## config.mk

```make
export PLATFORM = sky130hd
export DESIGN_NAME = pixel_gap_filler_flat
export DESIGN_NICKNAME = d
export VERILOG_FILES = /design/src/rtl/falcon_img_pkg.sv /design/src/rtl/pixel_gap_filler_if.sv /design/src/rtl/pixel_scan_addr_gen.sv /design/src/rtl/pixel_gap_filler.sv /design/src/flat_wrapper.sv
export SDC_FILE = /design/constraint.sdc
export NUM_CORES = 1
export LEC_CHECK = 0
export CAP_MARGIN = 40
export CORE_AREA = 5 5 156 158
export CTS_CLUSTER_DIAMETER = 50
export DETAILED_ROUTE_END_ITERATION = 8
export DIE_AREA = 0 0 161 163
export DONT_BUFFER_PORTS = 1
export PLACE_DENSITY = 0.66
export REMOVE_ABC_BUFFERS = 1
export SYNTH_ARGS = -nofsm -noshare
export SYNTH_HDL_FRONTEND = slang
export SYNTH_SLANG_ARGS = --single-unit
```

## constraint.sdc

```tcl
create_clock -name clk -period 6.5 [get_ports clk]
set_input_delay 0.975 -clock clk [delete_from_list [all_inputs] [get_ports clk]]
set_output_delay 0.975 -clock clk [all_outputs]
set_load 0.03 [all_outputs]
```

## src/rtl/falcon_img_pkg.sv

```systemverilog
// Shared image-pipeline definitions: frame geometry defaults, RAM bus widths,
// gap-filler state encoding and scan direction.
package falcon_img_pkg;

  localparam int IMG_WIDTH_DEF    = 320;
  localparam int IMG_HEIGHT_DEF   = 240;
  localparam int MARGIN_LINES_DEF = 7;
  localparam int ADDR_W           = 18;
  localparam int DATA_W           = 32;
  localparam int MAX_GAP          = 4;
  localparam int FILL_VALUE       = 1;

  typedef enum logic [2:0] {
    IDLE,
    RC,
    RA,
    RB,
    EV,
    WR,
    DONE
  } filler_state_t;

  typedef enum logic {
    DIR_X,
    DIR_Y
  } dir_t;

  // Distance 0 behaves as 1; anything above MAX_GAP is clamped to MAX_GAP.
  function automatic logic [2:0] clamp_gap(input logic [2:0] gap);
    if (gap == 3'd0) return 3'd1;
    if (gap > 3'(MAX_GAP)) return 3'(MAX_GAP);
    return gap;
  endfunction

endpackage

```

## src/rtl/pixel_gap_filler_if.sv

```systemverilog
// Single-port frame RAM bus: registered address/write side from the master,
// read data returned one cycle after the address.
interface pixel_gap_filler_if
  import falcon_img_pkg::*;
#(
  parameter int AW = ADDR_W,
  parameter int DW = DATA_W
);
  logic [AW-1:0] address;
  logic [DW-1:0] data_write;
  logic          wren;
  logic [DW-1:0] data_read;

  modport master (output address, output data_write, output wren, input data_read);
  modport slave  (input address, input data_write, input wren, output data_read);
endinterface

```

## src/rtl/pixel_scan_addr_gen.sv

```systemverilog
// Raster scan position for the gap filler: x/y counters over the non-margin
// rows, centre/neighbour/destination addresses and neighbour-in-image flags.
module pixel_scan_addr_gen
  import falcon_img_pkg::*;
#(
  parameter int IMG_WIDTH    = IMG_WIDTH_DEF,
  parameter int IMG_HEIGHT   = IMG_HEIGHT_DEF,
  parameter int MARGIN_LINES = MARGIN_LINES_DEF
) (
  input  logic              clk,
  input  logic              reset,
  input  logic              i_init,
  input  logic              i_step,
  input  dir_t              i_dir,
  input  logic [2:0]        i_dist,
  input  logic [ADDR_W-1:0] i_src_base,
  input  logic [ADDR_W-1:0] i_dst_base,
  output logic [ADDR_W-1:0] o_addr_c,
  output logic [ADDR_W-1:0] o_addr_a,
  output logic [ADDR_W-1:0] o_addr_b,
  output logic [ADDR_W-1:0] o_addr_dst,
  output logic              o_a_valid,
  output logic              o_b_valid,
  output logic              o_last
);

  localparam int XW = $clog2(IMG_WIDTH + 1);
  localparam int YW = $clog2(IMG_HEIGHT + 1);

  logic [XW-1:0]     r_x;
  logic [YW-1:0]     r_y;
  logic [ADDR_W-1:0] w_c;
  logic [ADDR_W-1:0] w_off;
  logic              w_x_end;

  assign w_x_end = (r_x == XW'(IMG_WIDTH - 1));

  // Scan position: x runs fastest, y starts below the top margin.
  always_ff @(posedge clk) begin
    // NOTE: sequential state uses non-blocking assignments so every register
    // samples the pre-edge values regardless of statement order.
    if (reset) begin
      r_x <= '0;
      r_y <= '0;
    end else if (i_init) begin
      r_x <= '0;
      r_y <= YW'(MARGIN_LINES);
    end else if (i_step) begin
      if (w_x_end) begin
        r_x <= '0;
        r_y <= r_y + YW'(1);
      end else begin
        r_x <= r_x + XW'(1);
      end
    end
  end

  // Addresses (modulo 2^ADDR_W) and neighbour-in-image flags; no row wrap.
  always_comb begin
    // NOTE: every output gets a value on every path, so no latch is inferred.
    w_c   = ADDR_W'(r_y) * ADDR_W'(IMG_WIDTH) + ADDR_W'(r_x);
    w_off = (i_dir == DIR_Y) ? ADDR_W'(i_dist) * ADDR_W'(IMG_WIDTH) : ADDR_W'(i_dist);
    o_addr_c   = i_src_base + w_c;
    o_addr_a   = i_src_base + w_c - w_off;
    o_addr_b   = i_src_base + w_c + w_off;
    o_addr_dst = i_dst_base + w_c;
    if (i_dir == DIR_Y) begin
      o_a_valid = (32'(r_y) >= 32'(i_dist));
      o_b_valid = (32'(r_y) + 32'(i_dist) < 32'(IMG_HEIGHT));
    end else begin
      o_a_valid = (32'(r_x) >= 32'(i_dist));
      o_b_valid = (32'(r_x) + 32'(i_dist) < 32'(IMG_WIDTH));
    end
    o_last = w_x_end && (r_y == YW'(IMG_HEIGHT - MARGIN_LINES - 1));
  end

endmodule

```

## src/rtl/pixel_gap_filler.sv

```systemverilog
// Fills single-pixel edge gaps: a pixel becomes FILL_VALUE when both neighbours
// at distance d (along X or Y) are FILL_VALUE. Five RAM cycles per pixel;
// writes in place or to a separate destination buffer and counts fills.
module pixel_gap_filler
  import falcon_img_pkg::*;
#(
  parameter int IMG_WIDTH    = IMG_WIDTH_DEF,
  parameter int IMG_HEIGHT   = IMG_HEIGHT_DEF,
  parameter int MARGIN_LINES = MARGIN_LINES_DEF
) (
  input  logic              clk,
  input  logic              reset,
  input  logic              pause,
  input  logic              enable,
  input  logic              mode_y,
  input  logic [2:0]        gap_dist,
  input  logic [ADDR_W-1:0] src_base,
  input  logic [ADDR_W-1:0] dst_base,
  output logic [17:0]       fill_count,
  output logic              done,
  pixel_gap_filler_if.master ram
);

  localparam bit                EMPTY_SCAN = (IMG_HEIGHT <= 2 * MARGIN_LINES);
  localparam logic [DATA_W-1:0] FILL_WORD  = DATA_W'(FILL_VALUE);

  filler_state_t     r_state;
  dir_t              r_dir;
  logic [2:0]        r_dist;
  logic [ADDR_W-1:0] r_src;
  logic [ADDR_W-1:0] r_dst;
  logic [DATA_W-1:0] r_center;
  logic [DATA_W-1:0] r_nb_a;
  logic [ADDR_W-1:0] r_address;
  logic [DATA_W-1:0] r_data_write;
  logic              r_wren;
  logic              r_done;
  logic [17:0]       r_fill_count;

  logic              w_active;
  logic              w_init;
  logic              w_step;
  logic [ADDR_W-1:0] w_addr_c;
  logic [ADDR_W-1:0] w_addr_a;
  logic [ADDR_W-1:0] w_addr_b;
  logic [ADDR_W-1:0] w_addr_dst;
  logic              w_a_valid;
  logic              w_b_valid;
  logic              w_last;
  logic              w_fill;
  logic [DATA_W-1:0] w_result;

  assign w_active = !reset && !pause && enable;
  assign w_init   = w_active && (r_state == IDLE);
  assign w_step   = w_active && (r_state == WR);

  pixel_scan_addr_gen #(
    .IMG_WIDTH   (IMG_WIDTH),
    .IMG_HEIGHT  (IMG_HEIGHT),
    .MARGIN_LINES(MARGIN_LINES)
  ) u_addr_gen (
    .clk       (clk),
    .reset     (reset),
    .i_init    (w_init),
    .i_step    (w_step),
    .i_dir     (r_dir),
    .i_dist    (r_dist),
    .i_src_base(r_src),
    .i_dst_base(r_dst),
    .o_addr_c  (w_addr_c),
    .o_addr_a  (w_addr_a),
    .o_addr_b  (w_addr_b),
    .o_addr_dst(w_addr_dst),
    .o_a_valid (w_a_valid),
    .o_b_valid (w_b_valid),
    .o_last    (w_last)
  );

  // Fill decision in WR, where data_read carries neighbour B.
  always_comb begin
    w_fill = w_a_valid && (r_nb_a == FILL_WORD) &&
             w_b_valid && (ram.data_read == FILL_WORD) &&
             (r_center != FILL_WORD);
    w_result = w_fill ? FILL_WORD : r_center;
  end

  // Control FSM, RAM port registers, data capture and fill counter.
  always_ff @(posedge clk) begin
    if (reset) begin
      r_state      <= IDLE;
      r_address    <= '0;
      r_data_write <= '0;
      r_wren       <= 1'b0;
      r_done       <= 1'b0;
      r_fill_count <= '0;
      // NOTE: config and pixel capture registers are left unreset; they are
      // always written before being used.
    end else if (!pause) begin
      if (!enable) begin
        r_state      <= IDLE;
        r_address    <= '0;
        r_data_write <= '0;
        r_wren       <= 1'b0;
        r_done       <= 1'b0;
      end else begin
        case (r_state)
          IDLE: begin
            r_dir        <= mode_y ? DIR_Y : DIR_X;
            r_dist       <= clamp_gap(gap_dist);
            r_src        <= src_base;
            r_dst        <= dst_base;
            r_fill_count <= '0;
            r_state      <= EMPTY_SCAN ? DONE : RC;
            r_done       <= EMPTY_SCAN;
          end
          RC: begin
            r_address <= w_addr_c;
            r_wren    <= 1'b0;
            r_state   <= RA;
          end
          RA: begin
            r_address <= w_addr_a;
            r_state   <= RB;
          end
          RB: begin
            r_address <= w_addr_b;
            r_center  <= ram.data_read;
            r_state   <= EV;
          end
          EV: begin
            r_nb_a  <= ram.data_read;
            r_state <= WR;
          end
          WR: begin
            r_address    <= w_addr_dst;
            r_wren       <= 1'b1;
            r_data_write <= w_result;
            if (w_fill && (r_fill_count != '1)) r_fill_count <= r_fill_count + 18'd1;
            r_state <= w_last ? DONE : RC;
            r_done  <= w_last;
          end
          DONE: begin
            r_done    <= 1'b1;
            r_wren    <= 1'b0;
            r_address <= '0;
          end
          default: r_state <= IDLE;
        endcase
      end
    end
  end

  assign ram.address    = r_address;
  assign ram.data_write = r_data_write;
  assign ram.wren       = r_wren;
  assign fill_count     = r_fill_count;
  assign done           = r_done;

endmodule

```

## src/flat_wrapper.sv

```systemverilog
// flat-port wrapper written by rule: the top's interface ports become plain ports
module pixel_gap_filler_flat import falcon_img_pkg::*;
#(
  parameter int IMG_WIDTH    = IMG_WIDTH_DEF,
  parameter int IMG_HEIGHT   = IMG_HEIGHT_DEF,
  parameter int MARGIN_LINES = MARGIN_LINES_DEF
)
  (clk, reset, pause, enable, mode_y, gap_dist, src_base, dst_base, fill_count, done, ram_address, ram_data_write, ram_wren, ram_data_read);
  pixel_gap_filler_if #(.AW(18), .DW(32)) ram_i ();
  input  logic clk;
  input  logic reset;
  input  logic pause;
  input  logic enable;
  input  logic mode_y;
  input  logic [2:0] gap_dist;
  input  logic [ADDR_W-1:0] src_base;
  input  logic [ADDR_W-1:0] dst_base;
  output logic [17:0] fill_count;
  output logic done;
  output wire logic [$bits(ram_i.address)-1:0] ram_address;
  output wire logic [$bits(ram_i.data_write)-1:0] ram_data_write;
  output wire logic [$bits(ram_i.wren)-1:0] ram_wren;
  input wire logic [$bits(ram_i.data_read)-1:0] ram_data_read;
  assign ram_address = ram_i.address;
  assign ram_data_write = ram_i.data_write;
  assign ram_wren = ram_i.wren;
  assign ram_i.data_read = ram_data_read;
  pixel_gap_filler #(.IMG_WIDTH(IMG_WIDTH), .IMG_HEIGHT(IMG_HEIGHT), .MARGIN_LINES(MARGIN_LINES)) u_core (.clk(clk), .reset(reset), .pause(pause), .enable(enable), .mode_y(mode_y), .gap_dist(gap_dist), .src_base(src_base), .dst_base(dst_base), .fill_count(fill_count), .done(done), .ram(ram_i));
endmodule
```

==> results of run 1 <==
## metrics by stage
step | instance area [um2] | utilization | power (mW) | setup WS (ps)
finish | 12200 | 0.531 | 2.73 | 1300
global route | 12200 | 0.531 | 2.84 | 702
CTS | 12200 | 0.531 | 2.75 | 1340
detailed placement | 11600 | 0.504 | 1.64 | 1420
global placement | 11500 | 0.500 | 1.63 | 1450
floorplan | 11100 | - | 1.57 | 2010
## power by group
| part | internal [mW] | switching (mW) | total, mW |
|---|---|---|---|
| logic | 0.123 | 0.178 | 0.301 |
| clock network | 0.536 | 0.574 | 1.11 |
| registers | 1.30 | 0.0156 | 1.32 |
## synth_stat cells, types with 4 or more instances
library cell / count
clkbuf_1: 37
nand2b_1: 14
a21oi_1: 73
and2_1: 6
a311oi_1: 4
or4_1: 12
o21a_1: 13
mux2i_1: 13
nor3_1: 26
nor2b_1: 10
nor2_1: 107
a21o_1: 23
a31oi_1: 7
dfxtp_1: 90
o21bai_1: 10
xor2_1: 22
a221o_1: 4
a211oi_1: 16
a22oi_1: 11
or3_1: 22
o21ai_0: 60
nand4_1: 18
o31ai_1: 10
nand3_1: 24
nand3b_1: 5
ha_1: 89
buf_2: 5
nor4b_1: 4
inv_1: 45
a2111oi_0: 4
nand2_1: 75
nor4_1: 46
xnor2_1: 37
a32oi_1: 36
edfxtp_1: 104
and3_1: 9
o211ai_1: 9
fa_1: 5
## state kept, by name, summed over array words and instances (netlist names), 3 cells and up
register	flops
u_core.r_nb_a	32
u_core.r_state	3
u_core.ram.address	18
u_core.u_addr_gen.r_y	8
u_core.r_center	32
u_core.fill_count	18
u_core.r_dist	3
u_core.ram.data_write	32
u_core.r_src	18
u_core.u_addr_gen.r_x	9
u_core.r_dst	18
## worst paths after layout
check / from / end / slack [ps] / cells after the start
worst max-delay path: u_core.u_addr_gen.r_y[1]$_SDFFE_PP0P_ / u_core.ram.address[17]$_SDFFE_PP0P_ / 1300 / 17
worst min-delay path: u_core.r_center[30]$_DFFE_PP_ / u_core.ram.data_write[30]$_SDFFE_PP0P_ / 550 / 2
worst max register to register: u_core.u_addr_gen.r_y[1]$_SDFFE_PP0P_ / u_core.ram.address[17]$_SDFFE_PP0P_ / 1300 / 17
worst min register to register: u_core.r_center[30]$_DFFE_PP_ / u_core.ram.data_write[30]$_SDFFE_PP0P_ / 550 / 2
## cell families after synthesis
| family | count (synthesis) |
|---|---|
| mux | 13 |
| compound gates | 310 |
| simple gates | 389 |
| flops | 194 |
| fa+ha+maj | 95 |
| xor+xnor | 60 |
| buf+inv | 88 |
## routing by layer
layer | track usage | up-vias | share of wire
li1 | - | 4376 | -
met1 | 0.288 | 4237 | 0.41
met2 | 0.387 | 316 | 0.47
met3 | 0.0726 | 55 | 0.087
met4 | 0.0725 | 2 | 0.026
met5 | 0 | - | 0.00042
## critical path: cells and delay by family (launching register included)
| kind | cells | cell delay, ps |
|---|---|---|
| compound gates | 6 | 1890 |
| fa+ha+maj | 5 | 1730 |
| flops | 1 | 500 |
| xor+xnor | 2 | 460 |
| simple gates | 3 | 450 |
| mux | 1 | 60 |
## area by class of cell
type	instances	area, um2
Tap cell	290	363
Fill cell	2068	10800
Clock buffer	17	425
Timing Repair Buffer	14	145
Multi-Input combinational cell	867	5980
Inverter	45	169
Clock inverter	15	204
Sequential cell	194	4920
==> impl_metrics.toml, run 1 <==
[cts]
cts_buffers = 17
htreeDepth = 4
post-cts-setup-buffers = 0
cts_buffer_depth = 2
insertion_delay_ps = 450
clock_sinks = 194
path_clk_slew_ps = 90
hold_buffers = 0
cts_resized = 0
cts_tree = "built"
root_buffer = "clkbuf_16"

[yosys]
synth.area.mux_share = 0.0116
synth_area_um2 = 11200
postSynthAreaPerCell_um2 = 9.78
synth_area_leaders = "edfxtp_1 (28%), dfxtp_1 (16%), ha_1 (9.9%)"
synth_cell_types = 65
syn_inst = 1149
synthAdderAreaFrac = 0.109
synth-seq-cells = 194
synth-xor-area-share = 0.0481
synthArstFlopShare = 0
yosys_warnings = 0
synth_top_family_by_area = "compound AO/OA/AOI/OAI gates"
synth.top_cell.area_share = 0.278
synth-simple-area-share = 0.177
synth-main-ff-cell = "edfxtp_1"
synth.largest_area_cell = "edfxtp_1"
synth_compound_area_frac = 0.186
yosysSeqAreaShare = 0.438
synth_edf_count = 104

[grt]
grt.total_usage = 0.232
antenna_found_initial = 1
grt_max_degree = 65
grt.overflow.total = 0
grt_pass1_vias = 8955
grt_first_pass_wirelength_um = 48300

[route]
routed_wirelength_um = 30700
vias = 8986
drt_pass1_iterations = 5
drtAntennaViolNets = 0
wl_per_cell_um = 21.3
drcViolationCount = 0
via_per_inst = 6.23
drt_iter0_drc = 780

[hold_path]
hold_path.class = "reg2reg"

[layout]
nets = 1309
layout_commonest_cell = "nor2_1"
fin_cells = 1442
drive_gt1_frac = 0.0530
layout-area-overhead-vs-synth_pct = 8.71
layout_common_cells = "nor2_1 (106), edfxtp_1 (104), dfxtp_1 (90), ha_1 (89), nand2_1 (75)"
n_antenna_cell = 0

[floorplanning]
fp.dieArea_um2 = 26200
start_util = 0.489
num_rows = 56
io_pins = 146
coreArea_um2 = 23000
die_w_um = 161
die_h_um = 163

[timing]
hold_slack_ps = 550
relSlewSlack = 0.457
finalHoldViolations = 0
tns_ps = 0
slew_violations = 0
rsz0062_at_grt = "false"
worst_pin_slew_ps = 812
period_share = 0.801
finalSetupViolCount = 0
period_minus_slack_ps = 5200
skew_ps = 21.1
max_freq_ghz = 0.192

[place]
finalWeightedCongestion = 0.878
dpl.cell_count = 1410
hpwl_um = 22600
portBuffers = 0

[setup_path]
crit_top_cell = "ha_1"
cp-start-kind = "flip-flop"
crit_chain = "ha_1, ha_1, fa_1, xor2_1, ha_1, o21a_1, o21ai_0, o21ai_0, a2111oi_0, nor3_1, xor2_1, ha_1, nand2_1, a2111oi_0, or4_1, mux2i_1, a221o_1"
max_stage_delay_ps = 540
arrival_ps = 5540
end_kind = "flip-flop"
critical_path_class = "reg2reg"
required_ps = 6840
cp_slowest_cell = "fa_1"
cp_max_fo = 7

[outcome]
status = "finished clean"

[pwr]
ir_worst_vdd_mv = 0.160
p_leak_nw = 4.44
powerDensity_nw_per_um2 = 223

[flow_run]
maxCapViolCount = 0
No activity file was read; power rests on OpenSTA's default activity.
==> run 2, diff against run 1 <==
Settings changed: ABC_AREA set to 1, CORE_AREA 5 5 156 158 to 5 5 160 162, DIE_AREA 0 0 161 163 to 0 0 165 167, PLACE_DENSITY 0.66 to 0.68.
Clock period 6.5 ns to 4.7 ns, I/O delays scaled along.
==> run 2 against run 1 <==
Synthesized cell count rose by 27%. Via count grew 12%. First-iteration DRC count is 38% higher. Fmax rose by 15%. Clock skew is 1.8 ps lower. Die area grew 5.0%. Power rose by 43%. Clock power is 48% higher. Worst setup slack lost 1100 ps. Critical path type unchanged. Critical endpoint unchanged.
==> impl_metrics.toml, run 2 <==
[outcome]
status = "finished clean"

[layout]
layout_commonest_cell = "nand2_1"
n_antenna_cell = 0
layout-area-overhead-vs-synth_pct = 12.6
layout_common_cells = "nand2_1 (322), a21oi_1 (154), nor2_1 (141), inv_1 (123), edfxtp_1 (104)"
regArea_um2 = 4930
drive_gt1_frac = 0.116
multi_input_area_um2 = 6430
nets = 1651
nFillCells = 2261
fin_cells = 1818

[route]
met1_length_um = 13800
dr_wl_met3_um = 2380
via_per_inst = 5.54
drcViolationCount = 0
drt_pass1_iterations = 6
highest_layer = "met4"
wl_met2_um = 15000
drt_iter0_drc = 1077
routed_wirelength_um = 32000
vias = 10100
wl_per_cell_um = 17.6
drtAntennaViolNets = 0

[grt]
grt_first_pass_wirelength_um = 51100
grt.overflow.total = 0
grt.total_usage = 0.233
grt_pass1_vias = 9664
antenna_found_initial = 0
grt_max_degree = 74

[floorplanning]
num_rows = 57
fp.dieArea_um2 = 27600
die_w_um = 165
die_h_um = 167
coreArea_um2 = 24000
io_pins = 146
start_util = 0.490

[timing]
hold_slack_ps = 317
period_minus_slack_ps = 4540
slew_violations = 0
finalSetupViolCount = 0
rsz0062_at_grt = "true"
finalHoldViolations = 0
period_share = 0.966
worst_pin_slew_ps = 827
max_freq_ghz = 0.220
relSlewSlack = 0.448
skew_ps = 19.2
setup_ws_ps = 158
tns_ps = 0

[cts]
cts_tree = "built"
clock_sinks = 194
insertion_delay_ps = 460
htreeDepth = 4
cts_buffer_depth = 2
root_buffer = "clkbuf_16"
cts_buffers = 17
hold_buffers = 0
path_clk_slew_ps = 90

[yosys]
yosysSeqAreaShare = 0.419
syn_inst = 1459
synth.most_common_cell = "nand2_1"
synth_area_um2 = 11700
yosys_warnings = 0
synth_cell_types = 49
netlist_top_cells_count = "nand2_1 (325), a21oi_1 (163), nor2_1 (148), inv_1 (125), edfxtp_1 (104)"
synth-seq-cells = 194
synth-main-ff-cell = "edfxtp_1"
postSynthAreaPerCell_um2 = 8.05
synth.top_cell.area_share = 0.266
synth_edf_count = 104
synth.largest_area_cell = "edfxtp_1"
synthArstFlopShare = 0
synth_area_leaders = "edfxtp_1 (27%), dfxtp_1 (15%), nand2_1 (10%)"

[place]
dpl.cell_count = 1778
portBuffers = 0
finalWeightedCongestion = 0.953
dp_slack_ps = -67.9
hpwl_um = 24000

[setup_path]
cp-start-kind = "flip-flop"
max_stage_delay_ps = 380
arrival_ps = 4930
crit_family = "simple AND/OR/NAND/NOR gates"
cp_max_fo = 5
crit_top_cell = "nand2_1"
crit_buf_inv = 0
critical_path_class = "reg2reg"
required_ps = 5090
cp_slowest_cell = "fa_2"
end_kind = "flip-flop"

[pwr]
ir_worst_vdd_mv = 0.343
power.total_mw = 3.91
powerDensity_nw_per_um2 = 296
p_leak_nw = 5.20

[flow_run]
maxCapViolCount = 0

[hold_path]
hold_path.class = "in2reg"
==> run 2: cell count changes in the layout (fill, tap and decap cells not counted), sizes merged, moves of 14 or more <==
cell and change:
or3 -22, a32oi -36, buf +22, nor2 +48, a21oi +99, inv +98
nand3 +80, nand2 +255, nand2b -14, a21o -16, xnor2 -25, nor4 -40
==> run 2: area by class of cell <==
type | count | area share
multi-input combinational | 1094 | 0.486
clock inverter | 15 | 0.0181
timing repair buffer | 35 | 0.0202
inverter | 139 | 0.0395
clock buffer | 17 | 0.0322
sequential | 194 | 0.373
tap | 324 | 0.0307
==> run 2: final timing paths <==
check | from | end | slack, ps | depth (start not counted)
max | u_core.u_addr_gen.r_y[1]$_SDFFE_PP0P_ | u_core.ram.address[17]$_SDFFE_PP0P_ | 160 | 26
min | reset | u_core.ram.address[17]$_SDFFE_PP0P_ | 320 | 1
max reg2reg | u_core.u_addr_gen.r_y[1]$_SDFFE_PP0P_ | u_core.ram.address[17]$_SDFFE_PP0P_ | 160 | 26
min reg2reg | u_core.r_state[0]$_SDFFE_PP0P_ | u_core.r_state[0]$_SDFFE_PP0P_ | 520 | 2
==> run 2: logic make-up (layout without fill, tap and decap cells) <==
logic type,after synthesis,after routing,synth area share
xor gates and xnor gates,44,44,0.0328
AOI/OAI and AO/OA,281,281,0.132
adders and majority gates,94,94,0.103
and+or+nand+nor,675,675,0.252
buffers and inverters,171,206,0.0600
DFF,194,194,0.419
==> run 2: worst reg2reg max path, cell delays in order, from the launching register on <==
cell	delay [ps]
dfxtp_2	350
ha_4	240
ha_4	160
fa_2	380
a21oi_2	140
nor2_1	50
nor2_2	140
xor2_1	210
nand4_1	170
nor3_2	210
xor2_1	250
ha_1	330
a21oi_1	160
nand2_1	70
a21oi_2	100
nand2_1	90
xor2_2	190
ha_4	320
nand3_4	80
nor3_4	170
nand4_1	120
and3_1	190
nand2_1	60
nand3_1	60
nand2_1	70
nand2_1	50
a21oi_1	120
==> run 2: stage by stage <==
stage / cell area, um2 / util
6_report: 13200 / 0.551
5_1_grt: 13200 / 0.551
4_1_cts: 12900 / 0.538
3_5_place_dp: 12200 / 0.508
3_3_place_gp: 12200 / 0.508
2_1_floorplan: 11600 / -
==> run 2: power by group <==
group	leakage (nW)	switching, mW	internal, mW
Clock	0.319	0.868	0.774
Sequential	1.67	0.0218	1.80
Combinational	3.21	0.292	0.151
==> run 2: what timing repair did <==
| item | 4_1_cts | 5_1_grt |
|---|---|---|
| endpoints found under the setup margin | 2 | 6 |
| setup buffers | 2 | 6 |
| pin swaps | 2 | 27 |
| resized for setup | 5 | 52 |
==> run 2: layer usage <==
layer | global-route usage | vias up
met5 | 0 | -
met4 | 0.0702 | 0
met3 | 0.0583 | 49
met2 | 0.375 | 325
met1 | 0.311 | 4662
li1 | - | 5032
